**config.mk**
```make
export PLATFORM = sky130hd
export DESIGN_NAME = param_electronic_clock
export DESIGN_NICKNAME = d
export VERILOG_FILES = /design/src/rtl/param_electronic_clock.sv
export SDC_FILE = /design/constraint.sdc
export NUM_CORES = 1
export LEC_CHECK = 0
export ABC_CLOCK_PERIOD_IN_PS = 8300
export CAP_MARGIN = 15
export CORE_ASPECT_RATIO = 2
export CORE_MARGIN = 2
export CORE_UTILIZATION = 66
export CTS_BUF_LIST = sky130_fd_sc_hd__clkbuf_4 sky130_fd_sc_hd__clkbuf_8 sky130_fd_sc_hd__clkbuf_16
export DETAILED_ROUTE_END_ITERATION = 16
export PLACE_DENSITY = 0.86
export SLEW_MARGIN = 20
export SYNTH_ARGS = -nofsm -noshare
export SYNTH_HDL_FRONTEND = slang
export SYNTH_SLANG_ARGS = --single-unit
```
**constraint.sdc**
```tcl
create_clock -name clk -period 8.3 [get_ports clk]
set_input_delay 1.66 -clock clk [delete_from_list [all_inputs] [get_ports clk]]
set_output_delay 1.66 -clock clk [all_outputs]
set_load 0.01 [all_outputs]
```
**src/rtl/param_electronic_clock.sv**
```systemverilog
// Digital clock with BCD time, a button-driven setting FSM, 12/24-hour display and a timed alarm.
// Buttons are active-low, synchronised and debounced; every output is registered.
module param_electronic_clock #(
  parameter int CLK_HZ          = 50_000_000,
  parameter int DEBOUNCE_CYCLES = CLK_HZ / 50,
  parameter int ALARM_SECS      = 30
) (
  input  logic       clk,
  input  logic       rst,
  input  logic       set_time_button,
  input  logic       set_time_change_button,
  input  logic       set_time_add_button,
  input  logic       mode_12h,
  input  logic       alarm_en,
  output logic [3:0] hour_h_watch,
  output logic [3:0] hour_l_watch,
  output logic [3:0] minute_h_watch,
  output logic [3:0] minute_l_watch,
  output logic [3:0] second_h_watch,
  output logic [3:0] second_l_watch,
  output logic       pm,
  output logic       alarm_out,
  output logic [2:0] set_field,
  output logic       sec_tick
);

  typedef enum logic [2:0] {
    RUN    = 3'd0,
    SET_H  = 3'd1,
    SET_M  = 3'd2,
    SET_S  = 3'd3,
    SET_AH = 3'd4,
    SET_AM = 3'd5
  } state_t;

  localparam int PW = (CLK_HZ > 1) ? $clog2(CLK_HZ) : 1;
  localparam int DW = (DEBOUNCE_CYCLES > 1) ? $clog2(DEBOUNCE_CYCLES) : 1;
  localparam int AW = (ALARM_SECS > 1) ? $clog2(ALARM_SECS) : 1;
  localparam logic [PW-1:0] PRE_MAX  = PW'(CLK_HZ - 1);
  localparam logic [DW-1:0] DB_MAX   = DW'(DEBOUNCE_CYCLES - 1);
  localparam logic [AW-1:0] ACNT_MAX = AW'(ALARM_SECS - 1);

  function automatic logic [7:0] bcd_next(input logic [7:0] v, input logic [7:0] top);
    if (v == top) return 8'h00;
    else if (v[3:0] == 4'd9) return {v[7:4] + 4'd1, 4'd0};
    else return {v[7:4], v[3:0] + 4'd1};
  endfunction

  function automatic logic [7:0] bin_to_bcd(input logic [4:0] v);
    if (v >= 5'd20) return {4'd2, 4'(v - 5'd20)};
    else if (v >= 5'd10) return {4'd1, 4'(v - 5'd10)};
    else return {4'd0, v[3:0]};
  endfunction

  // Bit 0 = set, bit 1 = change, bit 2 = add.
  logic [2:0]    btn, sync1, sync2, stable, press;
  logic [DW-1:0] db_cnt [3];

  assign btn = {set_time_add_button, set_time_change_button, set_time_button};

  // A level is accepted after DEBOUNCE_CYCLES consecutive cycles differing from the stable one.
  always_ff @(posedge clk or negedge rst) begin
    if (!rst) begin
      sync1  <= '1;
      sync2  <= '1;
      stable <= '1;
      press  <= '0;
      for (int i = 0; i < 3; i++) db_cnt[i] <= '0;
    end else begin
      sync1 <= btn;
      sync2 <= sync1;
      for (int i = 0; i < 3; i++) begin
        press[i] <= 1'b0;
        if (sync2[i] == stable[i]) begin
          db_cnt[i] <= '0;
        end else if (db_cnt[i] == DB_MAX) begin
          stable[i] <= sync2[i];
          db_cnt[i] <= '0;
          press[i]  <= stable[i];
        end else begin
          db_cnt[i] <= db_cnt[i] + 1'b1;
        end
      end
    end
  end

  state_t        state, state_d;
  logic [PW-1:0] pre_cnt, pre_d;
  logic [7:0]    hh, mm, ss, al_h, al_m;
  logic [7:0]    hh_d, mm_d, ss_d, al_h_d, al_m_d;
  logic [AW-1:0] al_cnt, acnt_d;
  logic          alarm_d, tick, running, show_al, pm_d;
  logic [7:0]    disp_h, disp_m, disp_s, disp_hh_d;
  logic [4:0]    hour_bin, hour12;

  always_ff @(posedge clk or negedge rst) begin
    if (!rst) state <= RUN;
    else      state <= state_d;
  end

  always_comb begin
    state_d = state;
    pre_d   = pre_cnt;
    hh_d    = hh;
    mm_d    = mm;
    ss_d    = ss;
    al_h_d  = al_h;
    al_m_d  = al_m;
    alarm_d = alarm_out;
    acnt_d  = al_cnt;
    tick    = 1'b0;
    running = (state == RUN) || (state == SET_AH) || (state == SET_AM);

    if (running) begin
      if (pre_cnt == PRE_MAX) begin
        tick  = 1'b1;
        pre_d = '0;
      end else begin
        pre_d = pre_cnt + 1'b1;
      end
    end else begin
      pre_d = '0;
    end

    if (tick) begin
      ss_d = bcd_next(ss, 8'h59);
      if (ss == 8'h59) begin
        mm_d = bcd_next(mm, 8'h59);
        if (mm == 8'h59) hh_d = bcd_next(hh, 8'h23);
      end
    end

    // One event per cycle: set beats change beats add.
    if (press[0]) begin
      state_d = (state == RUN) ? SET_H : RUN;
    end else if (press[1]) begin
      case (state)
        SET_H:   state_d = SET_M;
        SET_M:   state_d = SET_S;
        SET_S:   state_d = SET_AH;
        SET_AH:  state_d = SET_AM;
        SET_AM:  state_d = SET_H;
        default: state_d = state;
      endcase
    end else if (press[2]) begin
      case (state)
        SET_H:   hh_d   = bcd_next(hh, 8'h23);
        SET_M:   mm_d   = bcd_next(mm, 8'h59);
        SET_S:   ss_d   = bcd_next(ss, 8'h59);
        SET_AH:  al_h_d = bcd_next(al_h, 8'h23);
        SET_AM:  al_m_d = bcd_next(al_m, 8'h59);
        default: ;
      endcase
    end

    if (state_d == RUN && state != RUN) pre_d = '0;

    if (tick && state == RUN && alarm_en && hh_d == al_h && mm_d == al_m && ss_d == 8'h00) begin
      alarm_d = 1'b1;
      acnt_d  = '0;
    end else if (alarm_out && tick) begin
      if (al_cnt == ACNT_MAX) alarm_d = 1'b0;
      else acnt_d = al_cnt + 1'b1;
    end
    if ((|press) || !alarm_en) alarm_d = 1'b0;

    // Display is built from next-state values so it lands on the same edge as the change.
    show_al  = (state_d == SET_AH) || (state_d == SET_AM);
    disp_h   = show_al ? al_h_d : hh_d;
    disp_m   = show_al ? al_m_d : mm_d;
    disp_s   = show_al ? 8'h00 : ss_d;
    hour_bin = {1'b0, disp_h[7:4]} * 5'd10 + {1'b0, disp_h[3:0]};
    hour12   = hour_bin;
    if (hour_bin == 5'd0) hour12 = 5'd12;
    else if (hour_bin > 5'd12) hour12 = hour_bin - 5'd12;
    pm_d      = mode_12h && (hour_bin >= 5'd12);
    disp_hh_d = mode_12h ? bin_to_bcd(hour12) : disp_h;
  end

  always_ff @(posedge clk or negedge rst) begin
    if (!rst) begin
      pre_cnt   <= '0;
      hh        <= 8'h00;
      mm        <= 8'h00;
      ss        <= 8'h00;
      al_h      <= 8'h00;
      al_m      <= 8'h00;
      alarm_out <= 1'b0;
      al_cnt    <= '0;
      sec_tick  <= 1'b0;
      pm        <= 1'b0;
      {hour_h_watch, hour_l_watch}     <= 8'h00;
      {minute_h_watch, minute_l_watch} <= 8'h00;
      {second_h_watch, second_l_watch} <= 8'h00;
    end else begin
      pre_cnt   <= pre_d;
      hh        <= hh_d;
      mm        <= mm_d;
      ss        <= ss_d;
      al_h      <= al_h_d;
      al_m      <= al_m_d;
      alarm_out <= alarm_d;
      al_cnt    <= acnt_d;
      sec_tick  <= tick;
      pm        <= pm_d;
      {hour_h_watch, hour_l_watch}     <= disp_hh_d;
      {minute_h_watch, minute_l_watch} <= disp_m;
      {second_h_watch, second_l_watch} <= disp_s;
    end
  end

  assign set_field = state;

endmodule

```
==> summary.md <==
| Metric | Value |
|---|---|
| Run status | `complete, no violations` |
| Fmax achieved | `approximately 170 MHz` |
| Reg area | `0.00434 mm^2` |
| Wire per inst | `16.7 um` |
| Crit path kind | `reg2reg` |
| Metal3 WL | `roughly 470 um` |
| Worst-Margin Slew | `0.918 ns` |
| Post-synth top area share | `0.455` |
| Share of flip-flops with an asynchronous set or reset | `1.00` |
| Worst Clk Skew | `about 0.0077 ns` |
| Quantity of gates resized following cts | `0` |
| DRT iter0 DRCs | `about 460` |
| Worst setup endpoint | `hour_l_watch[1]` |
| Slowest stage delay, CP | `between 0.5 and 0.6 ns` |
| Unrepaired setup endpoints after global routing | `false` |
| Initial antenna violation count | `0` |
| Metal-1 WL | `between 6000 and 7000 um` |
| Clock root buffer | `clkbuf_16` |
| DR top layer | `met4` |
| Post-Syn Instances | `~940` |
| Worst path most repeated cell | `ha_1` |
| Fin area | `just over 0.01 mm^2` |
| Synth Flop Type | `dfrtp_1` |
| CP cell instances | `or4b_4 > nor4_4 > nand4b_2 > and2_2 > nor2_1 > nand2_1 > xnor2_1 > nor2_1 > a21oi_1 > ha_1 > ha_1 > xor2_1 > ha_1 > or2b_2 > o21ai_0 > nand2_1 > a31oi_1 > ha_1 > nand2_1 > a21o_4 > o21ai_2 > xor2_1 > a21oi_1` |
| ANT nets after route | `0` |
| First-pass GRT wire length | `32500 um` |
| Data arrival, critical path | `between 6 and 7 ns` |
| Post-CTS Setup Inserts | `0` |
| DRC viols | `0` |
| Die area | `approximately 0.015 mm^2` |
| Critical Path Source Type | `flop` |
| Layout area overhead | `11.6%` |
| Die height | `around 170 um` |
| Syn Nets | `977` |
| Worst skew pair latency | `about 0.43 ns` |
| Final Cycle Share | `0.709` |
| Post-Route WL | `roughly 19000 um` |
| H-tree levels | `4` |
| DRT Pass-1 Iters | `5` |
| Global placement routability congestion | `a little under 0.9` |
| Final net count | `1012` |
| Final Max Tran Viols | `0` |
| Hold crit path type | `reg2reg` |
| Vias in the first global route | `about 7200` |
| Share of cells above drive strength 1 | `0.0833` |
| Placed cell areas | `around 0.0095 mm^2` |
| TritonCTS buffer count | `17` |
| Vias | `~6900` |
| Yosys cell types | `73` |
| Met2 WL | `approximately 11000 um` |
| Clock slew at reported path FFs | `roughly 0.07 ns` |
| R2r endpoint | `hour_l_watch[1]` |
| Reg2Reg Depth | `23` |
| CORE AREA | `between 0.01 and 0.015 mm^2` |
| CP max-delay cell | `or4b_4` |
| PD cells | `approximately 160 mW/mm^2` |
| Yosys top cell by area | `dfrtp_1` |
| Pin count of the biggest net entering global routing | `a little over 100` |
| Clock sinks | `173` |
| Ys Warns | `0` |
| Row cnt | `60` |
| Max Buffers Root-to-Sink | `2` |
| Number of port buffers | `36` |
| Die W | `86.7 um` |
| Slack of the worst reg-to-reg path | `2.42 ns` |
| Initial core utilization | `0.672` |
| Leak | `about 4.6 nW` |
| Max transition margin | `0.382` |
| Top cells by area, synth | `dfrtp_1, nor2_1, xor2_1` |
| Multi-input gate area | `0.00445 mm^2` |
| Post-synth EDFFs | `0` |
| Io pins | `37` |
| Min Clock Period, post-route | `5.88 ns` |
| Netlist Area Pre-Place | `approximately 0.009 mm^2` |
| Overall routing resource usage | `0.281` |
| CP Max Fanout | `6` |
| Worst Setup End Kind | `flop` |
| Seq/Total Area, Yosys | `0.481` |
| Required time of the critical path | `8.60 ns` |
| ANT cells | `0` |
| Fin. Hold Viols | `0` |
| Final setup TNS | `0 ns` |
| Most common cell in the netlist | `dfrtp_1` |
| # setup viols final | `0` |
| Filler Cell Count | `920` |
| Syn avg cell area | `around 9.6 um^2` |
| Critical R2R Launch | `pre_cnt[8]` |
| Via-to-Cell Ratio | `around 6.1` |
| Post-DP HPWL | `about 14000 um` |
| Worst setup path startpoint | `pre_cnt[8]` |
| Worst VDD drop | `0.132 mV` |
| Number of max-cap violations | `0` |
| Total grt overflow | `0` |
| CTS tree | `yes` |
| Hold-fix buffers, CTS | `0` |
| Seq cells post-synth | `approximately 170` |
| Synth cell count leaders | `dfrtp_1, nor2_1, nand2_1, xor2_1, nand3_1` |
## per-stage QoR
step | power (mW) | worst slack, ns | cells | hold WS, ns | utilization
after global placement | 0.907 | 2.61 | 1107 | 0.346 | 0.707
after floorplan | 0.883 | 3.11 | 936 | 0.345 | -
final | 1.66 | 2.42 | 1139 | 0.356 | 0.750
after global routing | 1.71 | 1.94 | 1139 | 0.362 | 0.750
after detailed placement | 0.907 | 2.52 | 1107 | 0.347 | 0.707
after CTS | 1.67 | 2.42 | 1139 | 0.357 | 0.750
## report_power, final
part           switching [mW]  total, mW  internal [mW]
registers             0.00470      0.855          0.850
clock network           0.336      0.771          0.435
logic                  0.0261     0.0357        0.00966
## flip-flops by register name (all words and copies together) (netlist names), 4 cells and up
name            flops
al_h                8
al_cnt              5
hour_h_watch        4
hour_l_watch        4
second_h_watch      4
second_l_watch      4
minute_h_watch      4
db_cnt             60
ss                  8
mm                  8
al_m                8
pre_cnt            26
hh                  8
minute_l_watch      4
## area by class of cell
cell class	instances	area share
Timing Repair Buffer	38	0.0374
Sequential cell	173	0.431
Tap cell	155	0.0192
Inverter	38	0.0142
Clock buffer	20	0.0457
Multi-Input combinational cell	703	0.442
Clock inverter	12	0.0111
## worst max-delay path: cells and delay by family (launching register included)
kind | cells | cell delay (ns)
compound gates | 6 | 1.05
xor+xnor | 3 | 0.81
fa+ha+maj | 4 | 1.07
flops | 1 | 0.43
simple gates | 10 | 2.37
## layer usage
metal / GRT usage / vias to the layer above
li1: - / 3269
met1: 0.286 / 3414
met2: 0.515 / 142
met3: 0.0511 / 67
met4: 0.165 / 0
met5: 0 / -
## kinds of logic after synthesis
| logic type | after synthesis | share of synthesized area |
|---|---|---|
| flip-flops | 173 | 0.481 |
| XOR/XNOR | 104 | 0.103 |
| buffers and inverters | 60 | 0.0259 |
| adder cells (fa/ha/maj) | 34 | 0.0480 |
| AND/OR/NAND/NOR | 434 | 0.240 |
| multiplexers | 14 | 0.0165 |
| AO/OA/AOI/OAI | 117 | 0.0857 |
## cells in the final DEF (no fill, tap or decap), types with 6 or more instances in the layout
| master | n |
|---|---|
| nor3_1 | 17 |
| and3_1 | 23 |
| dfstp_2 | 9 |
| xnor2_1 | 43 |
| nand2b_1 | 6 |
| mux2i_1 | 7 |
| a21oi_1 | 31 |
| clkbuf_16 | 17 |
| and2_1 | 17 |
| a31oi_1 | 10 |
| and3b_1 | 7 |
| nor4_1 | 8 |
| nand3_1 | 51 |
| nand2_1 | 84 |
| nand4_1 | 18 |
| inv_1 | 37 |
| dfrtp_1 | 164 |
| clkdlybuf4s50_1 | 35 |
| ha_1 | 33 |
| o21ai_0 | 35 |
| mux2_2 | 7 |
| nor2_1 | 150 |
| or3_1 | 10 |
| a21o_1 | 6 |
| xor2_1 | 60 |
## how the worst min path moves through the flow
stage / start / end / slack [ns] / cells past startpoint
final: sync1[1] / sync2[1] / 0.36 / 0
after global routing: sync1[0] / sync2[0] / 0.36 / 0
after floorplan: sync1[0] / sync2[0] / 0.35 / 0
after CTS: sync1[1] / sync2[1] / 0.36 / 0
after detailed placement: sync1[0] / sync2[0] / 0.35 / 0
after global placement: sync1[1] / sync2[1] / 0.35 / 0
No activity file was read; power rests on OpenSTA's default activity.
